===== src/rtl/vram_blitter.sv =====
// vram_blitter: write-side VRAM engine. It fills the whole canvas with one
// colour, or copies an SPR x SPR sprite from a synchronous sprite ROM to (x,y)
// with transparency (colour KEY) and edge clipping. It writes one pixel per clock.
//
// Optional build macro: BLIT_FLIP_EN. When it is defined, a latched cmd_flip
// mirrors the sprite horizontally. When it is undefined, cmd_flip is ignored.
//
// Command handshake: a command transfers on a clk edge where cmd_valid and
// cmd_ready are both high. cmd_ready is high only in IDLE. cmd_valid may be
// held or dropped freely while cmd_ready is low, and nothing is latched then.
module vram_blitter #(
    parameter int          DW    = 15,
    parameter int          H_LEN = 200,
    parameter int          V_LEN = 150,
    parameter int          SPR   = 16,
    parameter int          SAW   = 10,
    parameter logic [11:0] KEY   = 12'hF0F
) (
    input  logic           clk,
    input  logic           rst,
    input  logic           cmd_valid,
    output logic           cmd_ready,
    input  logic           cmd_op,
    input  logic [7:0]     cmd_x,
    input  logic [7:0]     cmd_y,
    input  logic [1:0]     cmd_sid,
    input  logic [11:0]    cmd_color,
    input  logic           cmd_flip,
    output logic [SAW-1:0] rom_addr,
    input  logic [11:0]    rom_data,
    output logic           we,
    output logic [DW-1:0]  waddr,
    output logic [11:0]    wdata,
    output logic           busy,
    output logic           done
);

    localparam int            SB       = $clog2(SPR);
    localparam logic [DW-1:0] PIX_LAST = DW'(H_LEN * V_LEN - 1);
    localparam logic [DW-1:0] H_STEP   = DW'(H_LEN);
    localparam logic [8:0]    H_LIM    = 9'(H_LEN);
    localparam logic [8:0]    V_LIM    = 9'(V_LEN);
    localparam logic [SB-1:0] CNT_LAST = SB'(SPR - 1);

    typedef enum logic [1:0] {
        S_IDLE  = 2'd0,
        S_FILL  = 2'd1,
        S_BLIT  = 2'd2,
        S_DRAIN = 2'd3
    } state_t;

    state_t r_state;
    state_t w_next;

    // Latched command fields.
    logic [7:0]    r_x;
    logic [7:0]    r_y;
    logic [1:0]    r_sid;
    logic [11:0]   r_color;

    // Sprite walk: i = column, j = row, row-major order.
    logic [SB-1:0] r_i;
    logic [SB-1:0] r_j;
    logic [DW-1:0] r_row_base;
    logic [DW-1:0] r_fill_addr;

    // One-stage write pipeline that lines up with the ROM read latency.
    logic          r_p_valid;
    logic [DW-1:0] r_p_addr;

    logic          r_done;
    logic [DW-1:0] r_waddr_hold;
    logic [11:0]   r_wdata_hold;

    logic [SB-1:0] w_col_src;
    logic [8:0]    w_col_sum;
    logic [8:0]    w_row_sum;
    logic          w_clip;
    logic [DW-1:0] w_pix_addr;
    logic          w_blit_last;
    logic          w_fill_last;
    logic          w_we;
    logic [DW-1:0] w_waddr;
    logic [11:0]   w_wdata;

`ifdef BLIT_FLIP_EN
    logic          r_flip;
    // For a power-of-two SPR, SPR-1-i is the bitwise inverse of i.
    assign w_col_src = r_flip ? ~r_i : r_i;
`else
    logic          w_unused_flip;
    assign w_unused_flip = cmd_flip;
    assign w_col_src     = r_i;
`endif

    // The ROM base is sid*SPR*SPR, so the read address is a plain concatenation.
    assign rom_addr    = SAW'({r_sid, r_j, w_col_src});

    // Destination column and row are 9 bits wide, so edge overflow is visible to the clip test.
    assign w_col_sum   = {1'b0, r_x} + 9'(r_i);
    assign w_row_sum   = {1'b0, r_y} + 9'(r_j);
    assign w_clip      = (w_col_sum >= H_LIM) || (w_row_sum >= V_LIM);
    assign w_pix_addr  = r_row_base + DW'(w_col_sum);
    assign w_blit_last = (r_i == CNT_LAST) && (r_j == CNT_LAST);
    assign w_fill_last = (r_fill_addr == PIX_LAST);

    assign we    = w_we;
    assign waddr = w_waddr;
    assign wdata = w_wdata;
    assign done  = r_done;
    assign busy  = ~cmd_ready;

    // State register.
    always_ff @(posedge clk) begin
        if (rst) begin
            r_state <= S_IDLE;
        end else begin
            r_state <= w_next;
        end
    end

    // Next-state logic and command handshake.
    always_comb begin
        w_next    = r_state;
        cmd_ready = 1'b0;
        case (r_state)
            S_IDLE: begin
                cmd_ready = 1'b1;
                if (cmd_valid) begin
                    w_next = cmd_op ? S_FILL : S_BLIT;
                end
            end
            S_FILL: begin
                if (w_fill_last) begin
                    w_next = S_IDLE;
                end
            end
            S_BLIT: begin
                if (w_blit_last) begin
                    w_next = S_DRAIN;
                end
            end
            S_DRAIN: begin
                w_next = S_IDLE;
            end
            default: begin
                w_next = S_IDLE;
            end
        endcase
    end

    // Write port: a fill writes directly, and a blit writes the ROM data returned for the previous read.
    always_comb begin
        w_we    = 1'b0;
        w_waddr = r_waddr_hold;
        w_wdata = r_wdata_hold;
        if (r_state == S_FILL) begin
            w_we    = 1'b1;
            w_waddr = r_fill_addr;
            w_wdata = r_color;
        end else if (r_p_valid && (rom_data != KEY)) begin
            w_we    = 1'b1;
            w_waddr = r_p_addr;
            w_wdata = rom_data;
        end
    end

    // Datapath: command latch, counters, write pipeline, done pulse and held write values.
    always_ff @(posedge clk) begin
        if (rst) begin
            r_x          <= '0;
            r_y          <= '0;
            r_sid        <= '0;
            r_color      <= '0;
            r_i          <= '0;
            r_j          <= '0;
            r_row_base   <= '0;
            r_fill_addr  <= '0;
            r_p_valid    <= 1'b0;
            r_p_addr     <= '0;
            r_done       <= 1'b0;
            r_waddr_hold <= '0;
            r_wdata_hold <= '0;
`ifdef BLIT_FLIP_EN
            r_flip       <= 1'b0;
`endif
        end else begin
            r_done    <= 1'b0;
            r_p_valid <= 1'b0;
            if (w_we) begin
                r_waddr_hold <= w_waddr;
                r_wdata_hold <= w_wdata;
            end
            case (r_state)
                S_IDLE: begin
                    if (cmd_valid) begin
                        r_x         <= cmd_x;
                        r_y         <= cmd_y;
                        r_sid       <= cmd_sid;
                        r_color     <= cmd_color;
                        r_i         <= '0;
                        r_j         <= '0;
                        r_fill_addr <= '0;
                        // This constant multiply runs once per command, not once per pixel.
                        r_row_base  <= DW'(cmd_y) * H_STEP;
`ifdef BLIT_FLIP_EN
                        r_flip      <= cmd_flip;
`endif
                    end
                end
                S_FILL: begin
                    r_fill_addr <= r_fill_addr + 1'b1;
                    if (w_fill_last) begin
                        r_done <= 1'b1;
                    end
                end
                S_BLIT: begin
                    // A clipped pixel still uses its read slot, but it is never written.
                    r_p_valid <= ~w_clip;
                    r_p_addr  <= w_pix_addr;
                    r_i       <= r_i + 1'b1;
                    if (r_i == CNT_LAST) begin
                        r_j        <= r_j + 1'b1;
                        r_row_base <= r_row_base + H_STEP;
                    end
                end
                S_DRAIN: begin
                    r_done <= 1'b1;
                end
                default: begin
                end
            endcase
        end
    end

endmodule


===== config.mk =====
export PLATFORM = sky130hd
export DESIGN_NAME = vram_blitter
export DESIGN_NICKNAME = d
export VERILOG_FILES = /design/src/rtl/vram_blitter.sv
export SDC_FILE = /design/constraint.sdc
export NUM_CORES = 1
export LEC_CHECK = 0
export BUFFER_PORTS_ARGS = -buffer_cell sky130_fd_sc_hd__clkbuf_2
export CELL_PAD_IN_SITES_DETAIL_PLACEMENT = 1
export CELL_PAD_IN_SITES_GLOBAL_PLACEMENT = 2
export CORE_UTILIZATION = 30
export DETAILED_ROUTE_END_ITERATION = 7
export PLACE_DENSITY = 0.71
export SLEW_MARGIN = 0
export SYNTH_ARGS = -nofsm -noshare
export SYNTH_HDL_FRONTEND = slang
export SYNTH_SLANG_ARGS = --single-unit

===== constraint.sdc =====
create_clock -name clk -period 8.6 [get_ports clk]
set_input_delay 0.86 -clock clk [delete_from_list [all_inputs] [get_ports clk]]
set_output_delay 0.86 -clock clk [all_outputs]
set_load 0.05 [all_outputs]

### Word-level counts from Yosys, hierarchy flattened

Cells that the tools add are included.

| cells by class | value |
|---|---|
| add/subtract/negate cells | 7 |
| $mul | 1 |
| order comparisons | 2 |
| eq/ne operators | 11 |
| mux-type cells | 23 |
| bitwise operators | 3 |
| reduce and logical (&&, ||, !) cells | 12 |

Operators with widths:

| cell | number |
|---|---|
| $mux W15 | 5 |
| $pmux W15 S2 | 2 |
| $mux W12 | 2 |
| $add A8 B4 Y9 | 2 |
| $ge A9 B8 Y1 const B | 2 |
| $pmux W4 S2 | 2 |
| $add A15 B1 Y15 const B | 1 |
| $add A15 B8 Y15 const B | 1 |
| $add A15 B9 Y15 | 1 |
| $eq A15 B15 Y1 const B | 1 |
| $mul A8 B5 Y12 const B | 1 |
| $ne A12 B12 Y1 const B | 1 |
| $add A4 B1 Y4 const B | 2 |
| $eq A4 B4 Y1 const B | 2 |
| $mux W2 | 4 |
| $mux W4 | 2 |
| $ne A2 B2 Y1 const B | 4 |
| $pmux W2 S4 | 1 |
| $reduce_and A2 Y1 | 3 |
| $reduce_and A3 Y1 | 2 |
| $eq A2 B2 Y1 const B | 2 |
| $mux W1 | 4 |
| $reduce_bool A2 Y1 | 2 |
| $not A1 Y1 | 3 |
| other kinds (6) | 7 |

| word-level totals | value |
|---|---|
| flip-flop bits (word level) | 114 |
| bits of input ports | 47 |
| output and inout port bits | 41 |
| logic and storage cells | 73 |

### Depth between registers and ports, before layout

Gate-level depths: netlist (run 1).

| depth | value |
|---|---|
| depth after elaboration | 4 |
| mapped depth | 11 |
| depth with buffers taken out | 11 |

### Worst setup path before layout (run 1)

No wires, ideal clock.

| path | value |
|---|---|
| path kind | input to output |
| from | input rom_data[5] |
| to | output wdata[4] |
| arrival time | 2.535 ns |
| data required time | 7.740 ns |
| path slack | 5.205 ns |
| stages | 6 |
| path buffers | 2 |
| cells stage by stage | nand4b_1 > o31ai_2 > buf_6 > buf_6 > nand2_1 > a31oi_1 |

| on the way | value |
|---|---|
| longest elaborated chain between the ends | 4 |

RTL lines:

| what | RTL line | text |
|---|---|---|
| start, declared | 30 | `input logic [11:0] rom_data,` |
| $ne A12 B12 Y1 | 161 | `end else if (r_p_valid && (rom_data != KEY)) begin` |
| $logic_and A1 B1 Y1 | 161 |  |
| $mux W12 | 161 |  |
| $mux W12 | 157 | `if (r_state == S_FILL) begin` |
| end, declared | 33 | `output logic [11:0] wdata,` |

No other way between the ends.

### Worst setup path after layout (run 1)

| path | value |
|---|---|
| from | input rom_data[5] |
| to | output waddr[14] |

| on the way | value |
|---|---|
| longest elaborated chain between the ends | 4 |

RTL lines:

| what | RTL line | text |
|---|---|---|
| $ne A12 B12 Y1 | 161 |  |
| $logic_and A1 B1 Y1 | 161 |  |
| $mux W15 | 161 |  |
| $mux W15 | 157 |  |
| end, declared | 32 | `output logic [DW-1:0] waddr,` |

No other way between the ends.

==> results.py, run 1 <==
metrics = {
    "run_status": {
        "outcome": "complete, no violations",
    },
    "global_routing": {
        "met3_usage": 0.0322,
        "use_met2": 0.311,
        "grt.total_usage": 0.176,
        "busiest_layer": "met2",
        "grt_overflow_total": 0,
        "grt_pass1_wl_um": 30500,
        "grtUsageMet1": 0.223,
        "grt_pass1_vias": 5839,
        "grt_antenna_before_repair": 0,
        "grt_max_degree": 52,
    },
    "die": {
        "fp.dieH_um": 148,
        "num_rows": 53,
        "ioPinCount": 88,
        "design.die.area_sq_um": 22000,
        "core_area_sq_um": 21000,
        "die_x_um": 148,
        "start_util": 0.306,
    },
    "clock_tree": {
        "htreeDepth": 3,
        "cts_buffers": 9,
        "ctsHoldBuffers": 0,
        "clock_latency_ps": 360,
        "cts.sinks": 111,
        "clockBufferDepth": 2,
        "cts_root_buf": "clkbuf_16",
        "cts-resized-gates": 0,
        "path_clk_slew_ps": 70,
        "tritoncts": "done",
        "postCtsSetupBuffers": 0,
    },
    "synth": {
        "synth_warnings": 0,
        "synth_cell_types": 77,
        "synth-edff-count": 0,
        "ys_top_cells_by_count": "134 x nand2_1, 111 x dfxtp_1, 75 x a21oi_1",
        "yosysMostFrequentCell": "nand2_1",
        "synth_area_leader_cell": "dfxtp_1",
        "synth_top_area_frac": 0.346,
        "synth_nets": 874,
        "postSynthCellCount": 776,
        "async_flop_share": 0,
        "seq_area_frac_synth": 0.346,
        "avgSynthCellArea_sq_um": 8.28,
        "yosys_register_bits": 111,
        "syn-cell-area_sq_um": 6430,
        "synth-main-ff-cell": "dfxtp_1",
        "synth_area_leaders": "dfxtp_1 35%, ha_1 9.0%, nand2_1 7.8%, a21oi_1 5.8%, mux2i_1 4.0%",
    },
    "placed_design": {
        "dpl_worst_slack_ps": 4650,
        "hpwl_um": 14000,
        "port_buffers": 86,
        "placed_cell_area_sq_um": 7060,
        "place_congestion": 0.818,
        "dp.cells": 1101,
    },
    "min_path": {
        "hp-class": "reg2reg",
        "worstHoldStart": "r_sid[0]$_SDFFE_PP0P_",
        "whs_path_depth": 2,
        "min_to": "r_sid[0]$_SDFFE_PP0P_",
    },
    "timing": {
        "timing.final.crit_share": 0.455,
        "fin_ws_ps": 4680,
        "worst_pin_slew_ps": 870,
        "drv_slew": 0,
        "setup_viol": 0,
        "period_minus_slack_ps": 3920,
        "clock.fmax_ghz": 0.255,
        "timing.setup.tns_ps": 0,
        "rsz0062_at_grt": "no",
        "max_slew_margin": 0.420,
        "finalHoldViolCount": 0,
        "clock_skew_ps": 8.44,
    },
    "critical_path": {
        "r2r_start": "r_i[0]$_SDFFE_PP0P_",
        "required_ps": 7740,
        "reg2reg_slack_ps": 5150,
        "r2r_cells": 11,
        "timing.rr.end": "r_p_addr[12]$_SDFFE_PP0P_",
        "arrival_ps": 3060,
        "cp_max_fo": 16,
        "cp-end-kind": "output port",
        "startpoint_type": "primary input",
        "critical_path_class": "in2out",
    },
    "route": {
        "drc": 0,
        "via_per_inst": 5.16,
        "drtIter0Drc": 253,
        "drt_pass1_iterations": 4,
        "vias": 5768,
        "wl_um": 18900,
        "drt.antenna.violating_nets": 0,
        "wire_per_inst_um": 16.9,
    },
    "finish": {
        "fin_nets": 935,
        "area_delta_synth_final_pct": 14.3,
        "drive_above_1_share": 0.169,
        "n_fill_cell": 2494,
        "fin_area_sq_um": 7350,
        "fin_cells": 1117,
        "diodes": 0,
    },
    "power": {
        "ir_drop_v": 0.0000847,
        "pwr-share-clk": 0.329,
        "p_total_mw": 1.26,
        "seq_power_share": 0.449,
        "switching_share": 0.333,
        "p_int_uw": 844,
        "power_frac_comb": 0.222,
        "p_switching_uw": 420,
        "power_density_nw_per_um2": 172,
        "p_leak_nw": 3.16,
    },
    "flow_run": {
        "cap_violations": 0,
    },
}
[state kept, by name (all words and copies together) (netlist names)]
name and count:
r_fill_addr 15, r_waddr_hold 15, r_color 12, r_y 8
r_j 4, done 1, r_state 2, r_p_valid 1
r_sid 2, r_row_base 12, r_p_addr 15, r_x 8
r_i 4, r_wdata_hold 12
[logic make-up (layout without fill, tap and decap cells)]
family | count (synthesis) | count (layout) | synth area share
simple gates | 297 | 297 | 0.223
compound gates | 200 | 200 | 0.203
flops | 111 | 111 | 0.346
buf+inv | 65 | 131 | 0.0465
fa+ha+maj | 51 | 51 | 0.105
mux | 27 | 27 | 0.0422
xor+xnor | 24 | 24 | 0.0339
other cells | 1 | 1 | 0.000583
[critical path: stages]
cell,delay [ps]
clkbuf_2,90
nand4b_1,230
o31ai_4,730
buf_4,420
mux2i_1,120
o21ai_1,250
clkbuf_2,330
[cell type report]
class	instances	area [sq um]	area share
Tap cell	275	344	0.0468
Multi-Input combinational cell	600	3930	0.534
Timing Repair Buffer	94	490	0.0668
Inverter	21	78.8	0.0107
Clock inverter	7	60.1	0.00818
Clock buffer	9	225	0.0307
Sequential cell	111	2220	0.303
[worst max-delay path by stage]
stage	startpoint	end	slack, ps	cells past startpoint
after detailed placement	rom_data[5]	waddr[14]	4650	7
after floorplan	rom_data[5]	wdata[4]	5200	6
after CTS	rom_data[5]	waddr[0]	4610	7
final	rom_data[5]	waddr[14]	4680	7
after global placement	rom_data[5]	waddr[14]	4670	7
after global routing	rom_data[5]	waddr[0]	4500	7
[layout by cell type (no fill, tap or decap), drive strengths merged, types with 6 or more instances in the layout]
master    n
a311oi    6
a21oi    78
clkbuf   95
inv      26
a31oi     6
o21ai    48
and3      8
mux2i    26
nor2     40
ha       46
a211oi    8
nor3     14
or2       7
buf       8
a21o      6
nand3    21
and2     31
nand4     9
xnor2    13
dfxtp   111
nand2   134
xor2     11
[per-layer routing]
layer / wire (um) / vias up
li1: - / 2884
met1: 8850 / 2803
met2: 9370 / 75
met3: 549 / 6
met4: 122 / 0
met5: 0 / -
[power groups by stage]
stage          sequential (mW)  clock, mW  combinational [mW]
6_report                 0.567      0.416               0.281
5_1_grt                  0.572      0.454               0.312
3_5_place_dp             0.579          0               0.282
3_3_place_gp             0.578          0               0.273
2_1_floorplan            0.570          0               0.212
4_1_cts                  0.567      0.431               0.285
[metrics by stage]
step           utilization  hold WS, ps
6_report             0.349          454
5_1_grt              0.349          486
4_1_cts              0.349          458
3_5_place_dp         0.336          448
3_3_place_gp         0.336          442
2_1_floorplan            -          431
Note: power is estimated with default switching activity, not from simulation.
==> inputs of run 2 (changes only) <==
clock period = 3.8 ns   (was 8.6 ns; I/O delays follow)
==> run 2 against run 1 <==
  * The flow now finishes with violations (DRC)
  * Register-to-register slack worse by 4700 ps
  * Global-route usage is 0.13 points higher
  * Non-clock buffer count is 1 higher
  * Count of clock-buffer cells in the layout is the same
  * Clock power increased by 120%
  * Critical endpoint is now r_p_addr[12]$_SDFFE_PP0P_
==> results.py, run 2 (synthesized netlist as in run 1, its figures left out) <==
metrics = {
    "run_status": {
        "outcome": "finished, violations left",
        "violations": "DRC",
    },
    "timing": {
        "period_minus_slack_ps": 3380,
        "setup_viol": 0,
        "clock.fmax_ghz": 0.296,
        "fin_ws_ps": 420,
        "timing.setup.tns_ps": 0,
        "hold_ws_ps": 246,
        "drv_slew": 0,
        "finalHoldViolCount": 0,
        "clock_skew_ps": 10.3,
        "max_slew_margin": 0.426,
        "worst_pin_slew_ps": 860,
        "rsz0062_at_grt": "no",
        "timing.final.crit_share": 0.890,
    },
    "power": {
        "p_switching_uw": 932,
        "seq_power_share": 0.453,
        "p_int_mw": 1.90,
        "p_total_mw": 2.84,
        "power_frac_comb": 0.224,
        "pwr-share-clk": 0.323,
        "switching_share": 0.329,
        "p_leak_nw": 3.16,
        "ir_drop_v": 0.000195,
        "power_density_nw_per_um2": 386,
    },
    "route": {
        "drc": 2,
        "wire_per_inst_um": 16.8,
        "vias": 5708,
        "drtIter0Drc": 275,
        "wl_um": 18700,
        "drt_pass1_iterations": 6,
        "via_per_inst": 5.11,
        "drt.antenna.violating_nets": 0,
    },
    "critical_path": {
        "worstSetupStartpoint": "r_i[0]$_SDFFE_PP0P_",
        "crit_family": "compound AO/OA/AOI/OAI gates",
        "crit_buf_inv": 0,
        "critical_path_class": "reg2reg",
        "required_ps": 4080,
        "path_cells": "ha_1 > fa_1 > a211o_1 > and3_1 > nor2_1 > ha_1 > and3_1 > a2111oi_2 > o21ai_2 > a31o_1 > a311oi_2",
        "cp-end-kind": "register",
        "slowest_stage": "fa_1",
        "startpoint_type": "register",
        "critPathMaxStageDelay_ps": 440,
        "cp_max_fo": 6,
        "arrival_ps": 3660,
        "r2r_start": "r_i[0]$_SDFFE_PP0P_",
    },
    "die": {
        "num_rows": 53,
        "die_x_um": 148,
        "fp.dieH_um": 148,
        "start_util": 0.306,
        "design.die.area_sq_um": 22000,
        "core_area_sq_um": 21000,
        "ioPinCount": 88,
    },
    "clock_tree": {
        "tritoncts": "done",
        "clock_latency_ps": 360,
        "postCtsSetupBuffers": 0,
        "htreeDepth": 3,
        "clockBufferDepth": 2,
        "cts-resized-gates": 0,
        "cts_buffers": 9,
        "cts.sinks": 111,
        "cts_root_buf": "clkbuf_16",
        "ctsHoldBuffers": 0,
        "path_clk_slew_ps": 80,
    },
    "global_routing": {
        "grt_overflow_total": 0,
        "grt_pass1_vias": 5942,
        "grt_pass1_wl_um": 30900,
        "grt_max_degree": 48,
        "grt_antenna_before_repair": 0,
        "grt.total_usage": 0.177,
    },
    "placed_design": {
        "dpl_worst_slack_ps": 407,
        "hpwl_um": 14100,
        "port_buffers": 86,
        "place_congestion": 0.820,
        "dp.cells": 1102,
    },
    "finish": {
        "fin_nets": 936,
        "area_delta_synth_final_pct": 14.5,
        "drive_above_1_share": 0.169,
        "layout_commonest_cell": "nand2_1",
        "reg.largest.list": "r_fill_addr x15, r_p_addr x15, r_waddr_hold x15",
        "fin_cells": 1117,
        "final_cell_mix": "134 x nand2_1, 111 x dfxtp_1, 86 x clkbuf_2",
        "diodes": 0,
    },
    "flow_run": {
        "cap_violations": 0,
    },
    "min_path": {
        "hp-class": "in2reg",
        "worstHoldStart": "cmd_color[6]",
    },
}
## run 2: cell count changes in the layout (fill, tap and decap cells not counted)
cell and delta:
buf_12 +1, clkinv_4 -1, clkinvlp_4 +1, inv_6 -2, inv_8 +1
## run 2: through the flow
stage / util / cell area, sq um
finish: 0.350 / 7360
global route: 0.350 / 7360
CTS: 0.350 / 7360
detailed placement: 0.337 / 7080
global placement: 0.337 / 7080
floorplan: - / 6430
## run 2: power groups by stage
stage | logic (mW) | clock network [mW] | registers (mW)
2_1_floorplan | 0.479 | 0 | 1.29
3_3_place_gp | 0.621 | 0 | 1.31
3_5_place_dp | 0.639 | 0 | 1.31
4_1_cts | 0.645 | 0.956 | 1.29
5_1_grt | 0.709 | 0.994 | 1.30
6_report | 0.635 | 0.916 | 1.29
## run 2: per-layer routing
layer / part of all wire / track usage / wire [um]
met1: 0.48 / 0.231 / 9000
met2: 0.48 / 0.305 / 9040
met3: 0.028 / 0.0310 / 522
met4: 0.0082 / 0.0366 / 154
met5: 0 / 0 / 0
## run 2: path summary, 6_finish.rpt
check,to,slack (ps),depth (start not counted)
worst max-delay path,r_p_addr[12]$_SDFFE_PP0P_,420,11
worst max register to register,r_p_addr[12]$_SDFFE_PP0P_,420,11
worst min-delay path,r_color[6]$_SDFFE_PP0P_,250,3
worst min register to register,r_sid[0]$_SDFFE_PP0P_,460,2
## run 2: tightest hold or removal path, delay by kind of cell
family / cells / cell delay [ps]
buf+inv: 1 / 80
simple gates: 1 / 50
compound gates: 1 / 50
## run 2: layout make-up
| type | instances | area, sq um |
|---|---|---|
| inverter | 21 | 78.8 |
| clock buffer | 9 | 225 |
| tap | 275 | 344 |
| fill | 2553 | 13700 |
| timing repair buffer | 95 | 510 |
| multi-input combinational | 600 | 3930 |
| sequential | 111 | 2220 |
| clock inverter | 6 | 52.6 |
==> inputs of run 3 (changes only) <==
CTS_BUF_LIST = sky130_fd_sc_hd__clkbuf_4 sky130_fd_sc_hd__clkbuf_8   (was unset)
==> run 3 against run 2 <==
  * The run still ends with DRC left
  * Sequential power about the same
  * Highest routed layer unchanged
  * Fmax increased by 0.37%
  * Critical path depth unchanged
  * Largest cell class unchanged
  * Clock skew up 6.1 ps
  * Total power down 7.9%
==> results.py, run 3 (synthesized netlist as in run 1, its figures left out) <==
metrics = {
    "timing": {
        "worst_pin_slew_ps": 850,
        "fin_ws_ps": 432,
        "rsz0062_at_grt": "no",
        "drv_slew": 0,
        "max_slew_margin": 0.433,
        "clock.fmax_ghz": 0.297,
        "period_minus_slack_ps": 3370,
        "timing.setup.tns_ps": 0,
        "clock_skew_ps": 16.4,
        "finalHoldViolCount": 0,
        "setup_viol": 0,
        "hold_ws_ps": 198,
        "timing.final.crit_share": 0.886,
    },
    "finish": {
        "diodes": 0,
        "fin_area_sq_um": 7260,
        "final_cell_mix": "134 x nand2_1, 111 x dfxtp_1, 86 x clkbuf_2",
        "fin_cells": 1117,
        "fin_nets": 936,
        "reg.largest.list": "r_fill_addr x15, r_p_addr x15, r_waddr_hold x15",
        "n_fill_cell": 2558,
        "layout_commonest_cell": "nand2_1",
        "drive_above_1_share": 0.169,
        "area_delta_synth_final_pct": 12.9,
    },
    "clock_tree": {
        "cts_buffers": 9,
        "tritoncts": "done",
        "htreeDepth": 3,
        "clock_latency_ps": 400,
        "cts.sinks": 111,
        "postCtsSetupBuffers": 0,
        "cts_root_buf": "clkbuf_8",
        "ctsHoldBuffers": 0,
        "clockBufferDepth": 2,
        "cts-resized-gates": 0,
        "path_clk_slew_ps": 110,
    },
    "global_routing": {
        "grt_overflow_total": 0,
        "grt_antenna_before_repair": 0,
        "grt_pass1_wl_um": 30900,
        "grt_max_degree": 48,
        "grt.total_usage": 0.178,
        "grt_pass1_vias": 5941,
    },
    "route": {
        "wl_um": 18800,
        "vias": 5725,
        "drc": 2,
        "drt_pass1_iterations": 6,
        "drt.antenna.violating_nets": 0,
        "drtIter0Drc": 235,
        "via_per_inst": 5.13,
        "wire_per_inst_um": 16.8,
    },
    "placed_design": {
        "hpwl_um": 14100,
        "dp.cells": 1102,
        "dpl_worst_slack_ps": 407,
        "port_buffers": 86,
        "place_congestion": 0.820,
        "placed_cell_area_sq_um": 7080,
    },
    "power": {
        "p_leak_nw": 3.11,
        "ir_drop_v": 0.000156,
        "power_density_nw_per_um2": 360,
    },
    "run_status": {
        "outcome": "finished, violations left",
        "violations": "DRC",
    },
    "die": {
        "core_area_sq_um": 21000,
        "start_util": 0.306,
        "ioPinCount": 88,
        "num_rows": 53,
        "fp.dieH_um": 148,
        "die_x_um": 148,
        "design.die.area_sq_um": 22000,
    },
    "min_path": {
        "hp-class": "in2reg",
    },
    "flow_run": {
        "cap_violations": 0,
    },
    "critical_path": {
        "critical_path_class": "reg2reg",
        "cp-end-kind": "register",
        "arrival_ps": 3690,
        "required_ps": 4120,
        "cp_max_fo": 6,
        "startpoint_type": "register",
    },
}
## run 3: layout make-up
class	instances	area, sq um	area share
multi-input combinational	600	3930	0.541
sequential	111	2220	0.306
timing repair buffer	95	510	0.0703
tap	275	344	0.0474
clock buffer	9	124	0.0171
inverter	21	78.8	0.0109
clock inverter	6	52.6	0.00724
## run 3: layer usage
layer	track usage	wire, um	vias to the layer above
met4	0.0428	194	0
met1	0.232	9090	2752
met3	0.0328	485	15
met5	0	0	-
met2	0.302	8990	83
li1	-	-	2875
## run 3: power by group
group | total [mW] | leakage [nW] | internal [mW] | switching (mW)
Sequential | 1.29 | 0.904 | 1.22 | 0.0647
Combinational | 0.636 | 2.12 | 0.228 | 0.408
Clock | 0.689 | 0.0899 | 0.248 | 0.441
Total | 2.61 | 3.11 | 1.70 | 0.913
## run 3: worst paths after layout
kind / from / cells past startpoint / endpoint / slack (ps)
worst max-delay path: r_i[0]$_SDFFE_PP0P_ / 11 / r_p_addr[12]$_SDFFE_PP0P_ / 430
worst min-delay path: cmd_color[6] / 3 / r_color[6]$_SDFFE_PP0P_ / 200
worst min register to register: r_sid[0]$_SDFFE_PP0P_ / 2 / r_sid[0]$_SDFFE_PP0P_ / 460
worst max register to register: r_i[0]$_SDFFE_PP0P_ / 11 / r_p_addr[12]$_SDFFE_PP0P_ / 430
## run 3: through the flow
stage | util | power [mW]
floorplan | - | 1.77
global placement | 0.337 | 1.93
detailed placement | 0.337 | 1.95
CTS | 0.345 | 2.65
global route | 0.345 | 2.77
finish | 0.345 | 2.61
## run 3: critical path, cell delays in order (launching register included)
cell,delay (ps)
dfxtp_1,370
ha_1,260
fa_1,440
a211o_1,350
and3_1,220
nor2_1,130
ha_1,290
and3_1,200
a2111oi_2,400
o21ai_2,170
a31o_1,250
a311oi_2,220
